[config.mk]
export PLATFORM = sky130hd
export DESIGN_NAME = barrel_shift_pipe
export DESIGN_NICKNAME = d
export VERILOG_FILES = /design/src/rtl/barrel_pkg.sv /design/src/rtl/barrel_stage.sv /design/src/rtl/barrel_shift_pipe.sv
export SDC_FILE = /design/constraint.sdc
export NUM_CORES = 1
export LEC_CHECK = 0
export ABC_AREA = 1
export BUFFER_PORTS_ARGS = -buffer_cell sky130_fd_sc_hd__buf_2
export CAP_MARGIN = 0
export CORE_MARGIN = 5
export CORE_UTILIZATION = 56
export DETAILED_ROUTE_END_ITERATION = 12
export PLACE_DENSITY = 0.75
export SLEW_MARGIN = 15
export SYNTH_ARGS = -nofsm -noshare
export SYNTH_HDL_FRONTEND = slang
export SYNTH_HIERARCHICAL = 1
export SYNTH_SLANG_ARGS = --single-unit
[constraint.sdc]
create_clock -name clk -period 2.1 [get_ports clk]
set_clock_uncertainty 0.1 [all_clocks]
set_input_delay 0.315 -clock clk [delete_from_list [all_inputs] [get_ports clk]]
set_output_delay 0.315 -clock clk [all_outputs]
set_load 0.005 [all_outputs]
[src/rtl/barrel_pkg.sv]
// Shared opcode type and helpers for the pipelined barrel shifter.
// Stage payload widths depend on WIDTH, so each module declares its payload struct locally.
package barrel_pkg;

    typedef enum logic [2:0] {
        OP_LSR = 3'b000,
        OP_LSL = 3'b001,
        OP_ROR = 3'b010,
        OP_ASR = 3'b011,
        OP_ROL = 3'b100,
        OP_RRX = 3'b101
    } shift_op_t;

    function automatic logic op_uses_amt(input shift_op_t op);
        return op inside {OP_LSR, OP_LSL, OP_ROR, OP_ASR, OP_ROL};
    endfunction

endpackage

[src/rtl/barrel_stage.sv]
// One log-shifter slice (shift by 2^STAGE) plus its output register; 1 cycle latency.
// Holds its contents while i_rdy is low and reloads whenever it is empty or being drained.
module barrel_stage
    import barrel_pkg::*;
#(
    parameter  int WIDTH   = 32,
    parameter  int STAGE   = 0,
    parameter  int TAG_W   = 4,
    localparam int SHAMT_W = $clog2(WIDTH)
) (
    input  logic               clk,
    input  logic               rst_n,
    input  logic               i_vld,
    input  logic               i_rdy,
    input  logic [WIDTH-1:0]   i_dat,
    input  logic [SHAMT_W-1:0] i_amt,
    input  shift_op_t          i_op,
    input  logic               i_carry,
    input  logic [TAG_W-1:0]   i_tag,
    output logic               o_vld,
    output logic [WIDTH-1:0]   o_dat,
    output logic [SHAMT_W-1:0] o_amt,
    output shift_op_t          o_op,
    output logic               o_carry,
    output logic [TAG_W-1:0]   o_tag
);

    localparam int SH = 1 << STAGE;

    typedef struct packed {
        logic [WIDTH-1:0]   dat;
        logic [SHAMT_W-1:0] amt;
        shift_op_t          op;
        logic               carry;
        logic [TAG_W-1:0]   tag;
    } pay_t;

    pay_t             r_pay;
    logic             r_vld;
    logic             w_load;
    logic [WIDTH-1:0] w_ror;
    logic [WIDTH-1:0] w_rol;
    logic [WIDTH-1:0] w_dat;
    logic             w_carry;

    assign w_ror  = (i_dat >> SH) | (i_dat << (WIDTH - SH));
    assign w_rol  = (i_dat << SH) | (i_dat >> (WIDTH - SH));
    assign w_load = i_vld && (!r_vld || i_rdy);

    // Carry follows the last bit shifted out, so an unset amount bit keeps the incoming carry.
    always_comb begin
        w_dat   = i_dat;
        w_carry = i_carry;
        if (i_op == OP_RRX) begin
            if (STAGE == 0) begin
                w_dat   = {i_carry, i_dat[WIDTH-1:1]};
                w_carry = i_dat[0];
            end
        end else if (op_uses_amt(i_op) && i_amt[STAGE]) begin
            case (i_op)
                OP_LSR: begin
                    w_dat   = i_dat >> SH;
                    w_carry = i_dat[SH-1];
                end
                OP_ASR: begin
                    w_dat   = $signed(i_dat) >>> SH;
                    w_carry = i_dat[SH-1];
                end
                OP_LSL: begin
                    w_dat   = i_dat << SH;
                    w_carry = i_dat[WIDTH-SH];
                end
                OP_ROR: begin
                    w_dat   = w_ror;
                    w_carry = w_ror[WIDTH-1];
                end
                OP_ROL: begin
                    w_dat   = w_rol;
                    w_carry = w_rol[0];
                end
                default: ;
            endcase
        end
    end

    always_ff @(posedge clk) begin
        if (!rst_n) begin
            r_vld <= 1'b0;
            r_pay <= '0;
        end else if (w_load) begin
            r_vld <= 1'b1;
            r_pay <= '{dat: w_dat, amt: i_amt, op: i_op, carry: w_carry, tag: i_tag};
        end else if (i_rdy) begin
            r_vld <= 1'b0;
        end
    end

    assign o_vld   = r_vld;
    assign o_dat   = r_pay.dat;
    assign o_amt   = r_pay.amt;
    assign o_op    = r_pay.op;
    assign o_carry = r_pay.carry;
    assign o_tag   = r_pay.tag;

endmodule

[src/rtl/barrel_shift_pipe.sv]
// Pipelined barrel shifter (LSR/LSL/ROR/ASR/ROL/RRX) with carry/zero/negative flags; latency SHAMT_W.
// Full valid/ready back-pressure: a blocked output stalls every full stage while empty stages still fill.
module barrel_shift_pipe
    import barrel_pkg::*;
#(
    parameter  int WIDTH   = 32,
    parameter  int TAG_W   = 4,
    localparam int SHAMT_W = $clog2(WIDTH)
) (
    input  logic               clk,
    input  logic               rst_n,
    input  logic               in_valid,
    output logic               in_ready,
    input  logic [WIDTH-1:0]   in_a,
    input  logic [SHAMT_W-1:0] in_amt,
    input  logic [2:0]         in_op,
    input  logic               in_cin,
    input  logic [TAG_W-1:0]   in_tag,
    output logic               out_valid,
    input  logic               out_ready,
    output logic [WIDTH-1:0]   out_res,
    output logic               out_cout,
    output logic               out_z,
    output logic               out_n,
    output logic [TAG_W-1:0]   out_tag
);

    logic [SHAMT_W:0]   w_vld;
    logic [SHAMT_W:0]   w_rdy;
    logic [WIDTH-1:0]   w_dat   [SHAMT_W+1];
    logic [SHAMT_W-1:0] w_amt   [SHAMT_W+1];
    shift_op_t          w_op    [SHAMT_W+1];
    logic               w_carry [SHAMT_W+1];
    logic [TAG_W-1:0]   w_tag   [SHAMT_W+1];
    logic               w_unused;

    assign w_vld[0]   = in_valid;
    assign w_dat[0]   = in_a;
    assign w_amt[0]   = in_amt;
    assign w_op[0]    = shift_op_t'(in_op);
    assign w_carry[0] = in_cin;
    assign w_tag[0]   = in_tag;

    // w_rdy[k] is "stage k may load"; resolved in one process so out_ready ripples straight to in_ready.
    always_comb begin
        w_rdy = '0;
        w_rdy[SHAMT_W] = out_ready;
        for (int k = SHAMT_W - 1; k >= 0; k--) begin
            w_rdy[k] = !w_vld[k+1] || w_rdy[k+1];
        end
    end

    for (genvar k = 0; k < SHAMT_W; k++) begin : g_stage
        barrel_stage #(
            .WIDTH (WIDTH),
            .STAGE (k),
            .TAG_W (TAG_W)
        ) u_stage (
            .clk     (clk),
            .rst_n   (rst_n),
            .i_vld   (w_vld[k]),
            .i_rdy   (w_rdy[k+1]),
            .i_dat   (w_dat[k]),
            .i_amt   (w_amt[k]),
            .i_op    (w_op[k]),
            .i_carry (w_carry[k]),
            .i_tag   (w_tag[k]),
            .o_vld   (w_vld[k+1]),
            .o_dat   (w_dat[k+1]),
            .o_amt   (w_amt[k+1]),
            .o_op    (w_op[k+1]),
            .o_carry (w_carry[k+1]),
            .o_tag   (w_tag[k+1])
        );
    end

    assign in_ready  = w_rdy[0];
    assign out_valid = w_vld[SHAMT_W];
    assign out_res   = w_dat[SHAMT_W];
    assign out_cout  = w_carry[SHAMT_W];
    assign out_tag   = w_tag[SHAMT_W];
    assign out_z     = (w_dat[SHAMT_W] == '0);
    assign out_n     = w_dat[SHAMT_W][WIDTH-1];

    assign w_unused  = ^{w_amt[SHAMT_W], w_op[SHAMT_W]};

endmodule

-- Word-level counts from Yosys, hierarchy flattened
Index checks and enable logic that the tools add are counted.
- reduce and logical (&&, ||, !) cells: 42
- multiplexer cells: 40
- eq/ne operators: 25
- bitwise gates (word level): 9
- operators by type and width (operator ; number):
    one-hot mux 32 bit (5 select lines) ; 4
    2-to-1 mux 32 bit ; 10
    one-hot mux 32 bit (4 select lines) ; 1
    logical NOT 32 bit ; 1
    bitwise OR 16 x 32 -> 32 bit ; 1
    bitwise OR 24 x 32 -> 32 bit ; 1
    bitwise OR 28 x 32 -> 32 bit ; 1
    bitwise OR 30 x 32 -> 32 bit ; 1
    bitwise OR 31 x 32 -> 32 bit ; 1
    bitwise OR 32 x 1 -> 32 bit ; 1
    bitwise OR 32 x 2 -> 32 bit ; 1
    bitwise OR 32 x 4 -> 32 bit ; 1
    bitwise OR 32 x 8 -> 32 bit ; 1
    equality test 3 x 2 -> 1 bit (second input constant) ; 10
    equality test 3 bit (second input constant) ; 10
    nonzero test 5 bit ; 5
    2-to-1 mux 1 bit ; 20
    one-hot mux 1 bit (4 select lines) ; 5
    equality test 3 x 1 -> 1 bit (second input constant) ; 5
    logical NOT 3 bit ; 5
    OR reduction 2 bit ; 6
    logical AND 1 bit ; 10
    nonzero test 2 bit ; 5
    logical NOT 1 bit ; 5
    logical OR 1 bit ; 5
- input port bits: 49
- register bits: 222
- logic and storage cells: 144

-- Logic depth before layout (Yosys ltp)
Gate-level depths: netlist of run 1.
- depth in word-level cells: 8
- mapped depth: 14
- depth with buffers taken out: 12

-- By module
Netlist of run 1, hierarchy kept.
- modules (own cells, without submodules) (module ; times used ; area an instance (um^2) ; cells an instance ; seq. area each (um^2)):
    barrel_stage (g_stage[0].u_stage) ; 1 ; 2952.8 ; 458 ; 920.9
    barrel_stage (g_stage[2].u_stage) ; 1 ; 2627.5 ; 416 ; 920.9
    barrel_stage (g_stage[3].u_stage) ; 1 ; 2536.2 ; 384 ; 920.9
    barrel_stage (g_stage[1].u_stage) ; 1 ; 2526.2 ; 422 ; 920.9
    barrel_stage (g_stage[4].u_stage) ; 1 ; 2168.3 ; 306 ; 920.9
    barrel_shift_pipe ; 1 ; 161.4 ; 40 ; 0.0

-- Worst setup path after synthesis of run 1
OpenSTA, ideal clock, no wires.
- kind: reg-to-reg
- start point: reg g_stage[4].u_stage.r_vld
- end point: reg g_stage[0].u_stage.r_pay (netlist bit g_stage[0].u_stage/o_dat[29])
- slack: 0.420 ns
- buffers on the path: 2
- arrival time: 1.440 ns
- clock period less this slack: 1.680 ns
- stages on the path, launching flop included: 14
- data required time: 1.859 ns
- cell sequence: dfxtp_1 -> nand2_1 -> inv_1 -> nand3_2 -> inv_1 -> nand2_1 -> inv_1 -> nand2_1 -> nand2_1 -> buf_2 -> clkbuf_1 -> nor2_1 -> nand2_1 -> a21oi_2
- cells in the longest elaborated chain, start to end: 7
- ends and longest elaborated chain (what ; line ; RTL):
    start: declaration ; barrel_stage.sv:39 ; logic r_vld;
    start signal: assignment ; barrel_stage.sv:88 ; r_vld <= 1'b0;
    start signal: assignment ; barrel_stage.sv:91 ; r_vld <= 1'b1;
    start signal: assignment ; barrel_stage.sv:94 ; r_vld <= 1'b0;
    logical NOT 1 bit ; barrel_shift_pipe.sv:49 ; w_rdy[k] = !w_vld[k+1] || w_rdy[k+1];
    logical OR 1 bit ; barrel_shift_pipe.sv:49 ;
    net w_rdy[4] ; barrel_shift_pipe.sv:29 ; logic [SHAMT_W:0] w_rdy;
    logical OR 1 bit (2 in series) ; barrel_shift_pipe.sv:49 ;
    net w_rdy[2] ; barrel_shift_pipe.sv:29 ;
    logical OR 1 bit ; barrel_shift_pipe.sv:49 ;
    net w_rdy[1] ; barrel_shift_pipe.sv:29 ;
    logical OR 1 bit ; barrel_stage.sv:48 ; assign w_load = i_vld && (!r_vld || i_rdy);
    logical AND 1 bit ; barrel_stage.sv:48 ;
    end signal: assignment ; barrel_stage.sv:92 ; r_pay <= '{dat: w_dat, amt: i_amt, op: i_op, carry: w_carry, tag: i_tag};
    end: declaration ; barrel_stage.sv:38 ; pay_t r_pay;
The timed path passes the listed nets, and every way through them passes these cells.
A chain may end at the register's enable or synchronous reset.

-- Worst setup path after layout of run 1
- start point: reg g_stage[2].u_stage.r_pay (netlist bit g_stage[2].u_stage/o_op[1])
- end point: reg g_stage[3].u_stage.r_pay (netlist bit g_stage[3].u_stage/o_dat[16])
- cells in the longest elaborated chain, start to end: 5
- elaborated cells on any way between the ends: 11
- classes of those cells: eq/ne (5); mux (3); reduce/logical (3)
- ends and longest elaborated chain (what ; line ; RTL):
    start: declaration ; barrel_stage.sv:38 ;
    start signal: assignment ; barrel_stage.sv:92 ;
    equality test 3 x 1 -> 1 bit, or another cell as far along ; barrel_pkg.sv:15, barrel_stage.sv:60 ;
    nonzero test 5 bit ; barrel_pkg.sv:15 ; return op inside {OP_LSR, OP_LSL, OP_ROR, OP_ASR, OP_ROL};
    logical AND 1 bit ; barrel_stage.sv:59 ; end else if (op_uses_amt(i_op) && i_amt[STAGE]) begin
    2-to-1 mux 32 bit ; barrel_stage.sv:59 ;
    2-to-1 mux 32 bit * ; barrel_stage.sv:54 ; if (i_op == OP_RRX) begin
    end signal: assignment ; barrel_stage.sv:92 ;
    end: declaration ; barrel_stage.sv:38 ;
Mark *: on every way between the ends. The rest lies on a longest branch, timed or not.

==> results.tsv, run 1 <==
metric	value	unit
cts_max_level	1	
routedWlPerCell	14.3	µm
cap_viol_max_count	0	
track_usage	24.6	%
drc	0	
end_kind	register	
slew_headroom	60.0	%
port_buffers	89	
cts_resized	0	
syn_area	12400	µm²
r2r_slack	220	ps
clk_pin_slew_worst_paths	60	ps
multiInputGateArea	6730	µm²
leakage	6.11	nW
finish.utilization	62.8	%
fmaxAchievable	532	MHz
total_power	10.3	mW
post_cts_buffers	0	
antenna_found_initial	0	
reg2reg_to	g_stage[3].u_stage/o_dat[16]$_SDFFE_PN0P_	
ctsHoldBuffers	7	
die-area	25200	µm²
peakVddDrop	0.000417	V
layout_min_cycle_time	1880	ps
min_to	g_stage[4].u_stage/o_vld$_SDFFE_PN0P_	
ys.warnings.count	6	
setup_violations	0	
finalHoldViolations	0	
wl_met1	14.1	mm
grt_pass1_vias	11255	
worst-endpoint-arrival	2230	ps
rr_startpoint	g_stage[2].u_stage/o_op[1]$_SDFFE_PN0P_	
worstSetupStartpoint	g_stage[2].u_stage/o_op[1]$_SDFFE_PN0P_	
die_width	159	µm
synthCells	1960	
clk_latency	530	ps
fillers	2099	
grt_max_degree	85	
min_period_over_period	89.6	%
min_from	out_ready	
rsz0062_at_grt	no	
wirelength	32.3	mm
status	completed	
worstMarginPinSlew	600	ps
clock_sinks	212	
vias_per_cell	5.40	
layout-drive-gt1-share	15.2	%
postRouteAntennaNets	0	
diodes	0	
via_count	12248	
path_class	reg2reg	
worstRegToRegCells	8	
power_density	754	nW/µm²
dpl.hpwl	22.3	mm
cts-buffers-inserted	23	
place.gp.congestion	0.892	
drv_slew	0	
grt_overflow	0	
grt_pass1_wl	54.5	mm
cts_tree	yes	
tns	0	ps
cts_root_buf	clkbuf_16	
wl_met3	1.60	mm
wl_met2	15.6	mm
placed_cells	2221	
top_layer	met4	
min_path_cells	4	
synth.net_count	2009	
crit_required	2440	ps
die-height	159	µm
clock_path_buffers	3	
critPathLaunchType	register	
area_growth	10.6	%
io_pins	90	
drt_pass1_iterations	5	
placementRows	54	
nets	2022	
worst-path-max-fanout	24	
layout.cells.non_filler	2267	
ff_latch_area	4240	µm²
fp.coreArea	21800	µm²
synth_area_per_cell	6.33	µm²
hp-class	in2reg	
first_iter_violations	783	
initial_utilization	56.8	%
-- cell type report --
type,count,area share [%]
clock buffer,29,4.58
multi-input combinational,1430,49.0
inverter,178,4.87
tap,280,2.55
timing repair buffer,128,6.81
clock inverter,10,1.20
sequential,212,30.9
-- worst max-delay path, cell delays in order, from the launching register on --
cell and delay, ps:
dfxtp_1 480, inv_1 110, nand2_2 80, nand2_2 270
inv_2 330, nand2_1 80, nand3_1 90, nand2_1 80
a21oi_1 160
-- how the worst max path moves through the flow --
stage / endpoint / slack [ps] / cells past startpoint
floorplan: g_stage[0].u_stage/o_dat[29]$_SDFFE_PN0P_ / 420 / 13
global placement: g_stage[0].u_stage/o_dat[29]$_SDFFE_PN0P_ / 280 / 14
detailed placement: g_stage[0].u_stage/o_dat[29]$_SDFFE_PN0P_ / 240 / 14
CTS: out_z / 220 / 6
global route: g_stage[0].u_stage/o_carry$_SDFFE_PN0P_ / 0.5 / 11
finish: g_stage[3].u_stage/o_dat[16]$_SDFFE_PN0P_ / 220 / 8
-- per-stage QoR --
stage | hold slack [ps] | setup WS, ps | instance area [µm²]
floorplan | 350 | 420 | 12400
global placement | 357 | 284 | 12900
detailed placement | 367 | 243 | 12900
CTS | 6.30 | 223 | 13700
global route | 24.1 | 0.454 | 13700
finish | 23.3 | 219 | 13700
-- flip-flops by register name (all words and copies together), names as in the netlist --
register / flops
g_stage.u_stage/o_tag: 20
g_stage.u_stage/o_vld: 5
g_stage.u_stage/o_carry: 5
g_stage.u_stage/o_op: 12
g_stage.u_stage/o_dat: 160
g_stage.u_stage/o_amt: 10
-- where the power goes --
| part | internal [mW] | leakage [nW] | switching, mW |
|---|---|---|---|
| Sequential | 4.23 | 1.73 | 0.197 |
| Clock | 2.61 | 0.394 | 1.66 |
| Combinational | 0.589 | 3.98 | 1.05 |
-- routing by layer --
metal  GRT usage [%]  vias to the layer above
met5               0                        -
met4            7.78                        0
met3            2.80                       68
met2            42.1                      346
met1            32.4                     5528
li1                -                     6306
-- cells in the final DEF, fill, tap and decap left out, types with 3 or more instances in the layout --
master,n
a21boi_0,4
a21oi_1,212
a21oi_2,46
buf_12,14
buf_2,88
buf_4,19
bufinv_16,4
clkbuf_1,3
clkbuf_16,23
clkbuf_8,3
clkinv_2,5
dfxtp_1,212
dlygate4sd3_1,7
inv_1,163
inv_2,14
nand2_1,526
nand2_2,10
nand2_4,6
nand3_1,145
nand3_2,13
nor2_1,205
nor2_2,4
nor2_4,4
nor3_1,3
o21ai_0,191
o21ai_1,12
o21ai_2,33
or2_2,14
Note: power is estimated with default switching activity, not from simulation.
==> inputs of run 2 (changes only) <==
--- a/config.mk
+++ b/config.mk
@@ -15,5 +15,4 @@
 export SLEW_MARGIN = 15
 export SYNTH_ARGS = -nofsm -noshare
 export SYNTH_HDL_FRONTEND = slang
-export SYNTH_HIERARCHICAL = 1
 export SYNTH_SLANG_ARGS = --single-unit
==> constraint.sdc (replaced) <==
create_clock -name clk -period 2.1 [get_ports clk]
set_clock_uncertainty 0.1 [all_clocks]
set_input_delay 0.315 -clock clk [delete_from_list [all_inputs] [get_ports clk]]
set_output_delay 0.315 -clock clk [all_outputs]
set_load 0.02 [all_outputs]
==> run 2 against run 1 <==
Net effect:
- clock-buffer cell count is 2 lower
- synthesized area decreased by 13%
- sequential power is essentially flat
- sequential share of layout area increased by 3.6 points
- maximum frequency shrank 6.6%
- worst setup slack worse by 130 ps
- largest cell class unchanged
- routed wire length decreased by 6.7%
- worst hold slack lost 9.5 ps
- global-route usage rose by 1.8 points
- combinational power fell by 15%
- synthesized cell count decreased by 17%
- die area fell by 12%
==> results.tsv, run 2 <==
metric	value	unit	change
crit_chain	nor4_2 > nand4_1 > nor2_1 > buf_2		was inv_1 > nand2_2 > nand2_2 > inv_2 > nand2_1 > nand3_1 > nand2_1 > a21oi_1
post_cts_buffers	0		unchanged
synthCells	1631		was 1,960
worst-path-max-fanout	3		was 24
die_width	149	µm	was 159 µm
routedWlPerCell	15.5	µm	was 14.3 µm
yosysTopAreaCellShare	39.4	%	
path_buf_inv	1		was 2
crit_slowest_cell	dfxtp_1		unchanged
worst-endpoint-arrival	1600	ps	was 2230 ps
tns	0	ps	unchanged
clock_sinks	212		unchanged
die-area	22100	µm²	was 25,200 µm²
synth_most_common_cell	nand2_1		
rsz0062_at_grt	no		unchanged
initial_utilization	57.2	%	was 56.8%
min_period_over_period	95.9	%	was 89.6%
vias_per_cell	5.75		was 5.40
path_class	reg2out		was reg2reg
place.gp.congestion	0.915		was 0.892
finalHoldViolations	0		unchanged
yosysUniqueCellTypes	30		
die-height	149	µm	was 159 µm
synth_area_per_cell	6.61	µm²	was 6.33 µm²
critical_path.top_delay_family	simple AND/OR/NAND/NOR gates		unchanged
end_kind	primary output		was register
largest_reg_flops	160		unchanged
power_density	810	nW/µm²	was 754 nW/µm²
syn_area	10800	µm²	was 12,400 µm²
cts_tree	yes		unchanged
status	completed		unchanged
slew_headroom	59.7	%	was 60.0%
via_count	11205		was 12,248
layout-drive-gt1-share	12.9	%	was 15.2%
placementRows	50		was 54
io_pins	90		unchanged
diodes	0		unchanged
cts-buffers-inserted	23		unchanged
postRouteAntennaNets	0		unchanged
final_cell_mix	nand2_1 (309), a21oi_1 (285), dfxtp_1 (212)		was nand2_1 (526), a21oi_1 (212), dfxtp_1 (212)
final_common_cell	nand2_1		unchanged
drt_pass1_iterations	5		unchanged
layout_min_cycle_time	2010	ps	was 1880 ps
peakVddDrop	0.000479	V	was 0.000417 V
ys_seq_area_share	39.4	%	
drc	0		unchanged
grt_pass1_vias	10008		was 11,255
antenna_found_initial	0		unchanged
area_growth	14.1	%	was 10.6%
ys_ff_latch	212		
leakage	4.80	nW	was 6.11 nW
ys.warnings.count	0		was 6
cts_max_level	1		unchanged
synth.net_count	1680		was 2,009
clock_path_buffers	3		unchanged
worstMarginPinSlew	603	ps	was 600 ps
port_buffers	89		unchanged
fp.coreArea	18800	µm²	was 21,800 µm²
yosys-top-cells-count	nand2_1 (309), a21oi_1 (285), dfxtp_1 (212)		
grt_max_degree	97		was 85
crit_required	1680	ps	was 2440 ps
ys_top_cells_by_area	dfxtp_1 (39%), a21oi_1 (13%), nand2_1 (11%)		
hp-class	in2reg		unchanged
grt_overflow	0		unchanged
grt_pass1_wl	49.8	mm	was 54.5 mm
critPathLaunchType	register		unchanged
finish.utilization	65.3	%	was 62.8%
first_iter_violations	924		was 783
dpl.hpwl	20.7	mm	was 22.3 mm
cts_root_buf	clkbuf_16		unchanged
yosysTopAreaCell	dfxtp_1		
track_usage	26.4	%	was 24.6%
clk_latency	510	ps	was 530 ps
synth_edf_count	0		
wirelength	30.2	mm	was 32.3 mm
synth_ff_type	dfxtp_1		
nets	1720		was 2,022
drv_slew	0		unchanged
synthArstFlopShare	0	%	
fmaxAchievable	496	MHz	was 532 MHz
hold_slack	13.8	ps	was 23.3 ps
clk_pin_slew_worst_paths	60	ps	about the same
setup_violations	0		unchanged
slowest_delay	330	ps	was 480 ps
cap_viol_max_count	0		unchanged
-- run 2: worst paths after layout --
kind                                                                from                                         to  slack (ps)  depth (start not counted)
worst max-delay path            g_stage[4].u_stage.o_dat[7]$_SDFFE_PN0P_                                      out_z          90                          4
worst min-delay path                                           in_amt[4]   g_stage[0].u_stage.o_amt[4]$_SDFFE_PN0P_          10                          3
worst max register to register   g_stage[1].u_stage.o_op[0]$_SDFFE_PN0P_  g_stage[2].u_stage.o_dat[29]$_SDFFE_PN0P_         250                          7
worst min register to register  g_stage[2].u_stage.o_amt[4]$_SDFFE_PN0P_   g_stage[2].u_stage.o_amt[4]$_SDFFE_PN0P_         380                          2
-- run 2: logic make-up (layout without fill, tap and decap cells) --
logic type	after synthesis	in the layout	synth area share, %
flip-flops	212	212	39.4
AO/OA/AOI/OAI	640	640	30.5
AND/OR/NAND/NOR	595	595	22.8
buffers and inverters	184	241	7.34
-- run 2: cell type report --
type	count	area (µm²)
Timing Repair Buffer	133	906
Clock inverter	15	163
Fill cell	1754	6530
Multi-Input combinational cell	1235	5790
Clock buffer	27	621
Tap cell	260	325
Inverter	66	250
Sequential cell	212	4240
-- run 2: report_power, final --
| part | total, mW | switching, mW | internal [mW] |
|---|---|---|---|
| sequential | 4.44 | 0.215 | 4.23 |
| combinational | 1.40 | 0.909 | 0.492 |
| clock | 4.12 | 1.63 | 2.49 |
-- run 2: layer usage --
metal	track usage [%]	share of wire, %	vias up
li1	-	-	5648
met1	34.8	43	5114
met2	45.6	49	380
met3	2.65	5.5	63
met4	8.45	2.8	0
met5	0	0	-
-- run 2: tightest hold or removal path: stages --
cell,delay (ps)
buf_2,80
o21ai_0,90
nor2_1,100
-- run 2: metrics by stage --
step,std cells,total power [mW],instance area [µm²],setup WS [ps]
after floorplan,1631,5.45,10800,364
after global placement,1900,5.86,11400,318
final,1948,9.96,12300,85.4
after CTS,1948,9.99,12300,12.7
after global routing,1948,10.4,12300,4.76
after detailed placement,1900,5.88,11400,220
-- run 2: what timing repair did --
action                                  CTS  global route
gates resized for setup                   2             7
endpoints found under the hold margin     6             0
endpoints found under the setup margin    1            14
pin swaps                                 0             1
gates cloned                              0             0
hold buffers                              6             0
==> inputs of run 3 (changes only) <==
--- a/config.mk
+++ b/config.mk
@@ -9,10 +9,11 @@
 export BUFFER_PORTS_ARGS = -buffer_cell sky130_fd_sc_hd__buf_2
 export CAP_MARGIN = 0
 export CORE_MARGIN = 5
-export CORE_UTILIZATION = 56
+export CORE_UTILIZATION = 36
 export DETAILED_ROUTE_END_ITERATION = 12
-export PLACE_DENSITY = 0.75
+export PLACE_DENSITY_LB_ADDON = 0.1
 export SLEW_MARGIN = 15
 export SYNTH_ARGS = -nofsm -noshare
 export SYNTH_HDL_FRONTEND = slang
+export SYNTH_HIERARCHICAL = 1
 export SYNTH_SLANG_ARGS = --single-unit
==> run 3 against run 2 <==
Net effect:
- sequential share of layout area down 4.3 points
- critical path depth up 5
- worst setup slack better by 59 ps
- clock power up 9.2%
- non-clock buffer count unchanged
- combinational power up 21%
- sequential power about the same
- first-iteration DRC count down 12%
- worst hold slack better by 22 ps
- maximum frequency up 3.0%
- clock-buffer cell count up 9
- critical endpoint is now in_ready
- largest cell class unchanged
==> results.tsv, run 3 (same netlist as run 1, synthesis figures left out) <==
metric	value	unit	change
wirelength	35.8	mm	was 30.2 mm
io_pins	90		unchanged
finish.utilization	41.0	%	was 65.3%
slowest_delay	530	ps	was 330 ps
clk_pin_slew_worst_paths	60	ps	about the same
layout-drive-gt1-share	15.6	%	was 12.9%
crit_slowest_cell	dlygate4sd3_1		was dfxtp_1
critPathLaunchType	input port		was register
postPlaceCellArea	13100	µm²	was 11,400 µm²
cts_max_level	1		unchanged
initial_utilization	36.2	%	was 57.2%
drt_pass1_iterations	8		was 5
clock_path_buffers	3		unchanged
cap_viol_max_count	0		unchanged
slew_headroom	65.0	%	was 59.7%
layout_setup_ws	144	ps	was 85.4 ps
fillers	3751		was 1,754
die_width	196	µm	was 149 µm
track_usage	18.1	%	was 26.4%
nets	2030		was 1,720
path_common_cell	inv_1		
power_density	756	nW/µm²	was 810 nW/µm²
final_cell_mix	nand2_1 (526), a21oi_1 (212), dfxtp_1 (212)		was nand2_1 (309), a21oi_1 (285), dfxtp_1 (212)
cts_tree	yes		unchanged
postRouteAntennaNets	0		unchanged
antenna_found_initial	0		unchanged
grt_pass1_vias	11150		was 10,008
hp-class	in2reg		unchanged
leakage	6.16	nW	was 4.80 nW
final_cell_area	14100	µm²	was 12,300 µm²
drv_slew	0		unchanged
fmaxAchievable	511	MHz	was 496 MHz
die-area	38300	µm²	was 22,100 µm²
dpl.hpwl	25.2	mm	was 20.7 mm
min_period_over_period	93.1	%	was 95.9%
area_growth	13.4	%	was 14.1%
end_kind	primary output		unchanged
worst-endpoint-arrival	1540	ps	was 1600 ps
fp.coreArea	34300	µm²	was 18,800 µm²
status	completed		unchanged
cts_root_buf	clkbuf_16		unchanged
crit_required	1680	ps	about the same
setup_violations	0		unchanged
finalHoldViolations	0		unchanged
hold_slack	36.3	ps	was 13.8 ps
rsz0062_at_grt	no		unchanged
path_class	in2out		was reg2out
place.gp.congestion	0.842		was 0.915
crit_chain	dlygate4sd3_1 > buf_2 > inv_1 > nand2_1 > inv_1 > nand3_2 > inv_1 > nand3_1 > buf_2		was nor4_2 > nand4_1 > nor2_1 > buf_2
via_count	12093		was 11,205
first_iter_violations	812		was 924
grt_overflow	0		unchanged
final_common_cell	nand2_1		unchanged
die-height	196	µm	was 149 µm
layout_min_cycle_time	1960	ps	was 2010 ps
drc	0		unchanged
largest_reg_flops	160		unchanged
placementRows	68		was 50
routedWlPerCell	14.6	µm	was 15.5 µm
worst-path-max-fanout	2		was 3
place_ws	188	ps	was 220 ps
worstMarginPinSlew	525	ps	was 603 ps
post_cts_buffers	0		unchanged
vias_per_cell	4.93		was 5.75
clk_latency	540	ps	was 510 ps
grt_max_degree	82		was 97
peakVddDrop	0.000559	V	was 0.000479 V
grt_pass1_wl	58.9	mm	was 49.8 mm
tns	0	ps	unchanged
cts-buffers-inserted	26		was 23
port_buffers	89		unchanged
clock_sinks	212		unchanged
diodes	0		unchanged
[run 3: worst max-delay path: cells and delay by family]
| kind | cells | cell delay (ps) |
|---|---|---|
| buffers and inverters | 6 | 1030 |
| AND/OR/NAND/NOR | 3 | 200 |
[run 3: area by class of cell]
| class | count | area (µm²) | share of cell area (%) |
|---|---|---|---|
| multi-input cells | 1430 | 6740 | 47.9 |
| flip-flops and latches | 212 | 4240 | 30.2 |
| repair buffers | 133 | 981 | 6.98 |
| clock buffers | 36 | 738 | 5.25 |
| inverters | 178 | 668 | 4.75 |
| well taps | 455 | 569 | 4.05 |
| clock inverters | 11 | 125 | 0.890 |
[run 3: worst paths after layout]
| kind | from | to | slack, ps | cells after the start |
|---|---|---|---|---|
| worst min-delay path | in_a[31] | g_stage[0].u_stage/o_dat[30]$_SDFFE_PN0P_ | 40 | 3 |
| worst min register to register | g_stage[2].u_stage/o_tag[3]$_SDFFE_PN0P_ | g_stage[2].u_stage/o_tag[3]$_SDFFE_PN0P_ | 370 | 2 |
| worst max-delay path | out_ready | in_ready | 140 | 9 |
| worst max register to register | g_stage[2].u_stage/o_op[0]$_SDFFE_PN0P_ | g_stage[3].u_stage/o_dat[2]$_SDFFE_PN0P_ | 250 | 5 |
[run 3: through the flow]
step	std cells	total power [mW]
after detailed placement	2397	6.20
after CTS	2455	10.8
after global routing	2455	11.2
final	2455	10.6
after floorplan	1960	5.73
after global placement	2397	6.19
[run 3: where the power goes]
group	switching [mW]	internal, mW
sequential	0.198	4.23
combinational	1.11	0.594
clock	1.80	2.70
[run 3: per-layer routing]
metal | track usage [%] | wire length (µm) | up-vias
li1 | - | - | 6344
met1 | 25.1 | 17100 | 5499
met2 | 30.5 | 16800 | 202
met3 | 2.10 | 1250 | 48
met4 | 3.88 | 670 | 0
met5 | 0 | 0 | -
[run 3: repair_timing]
item | in CTS | in global routing
hold buffers | 11 | 0
hold endpoints to repair | 11 | 0
resized for setup | 0 | 3
endpoints found under the setup margin | 0 | 2
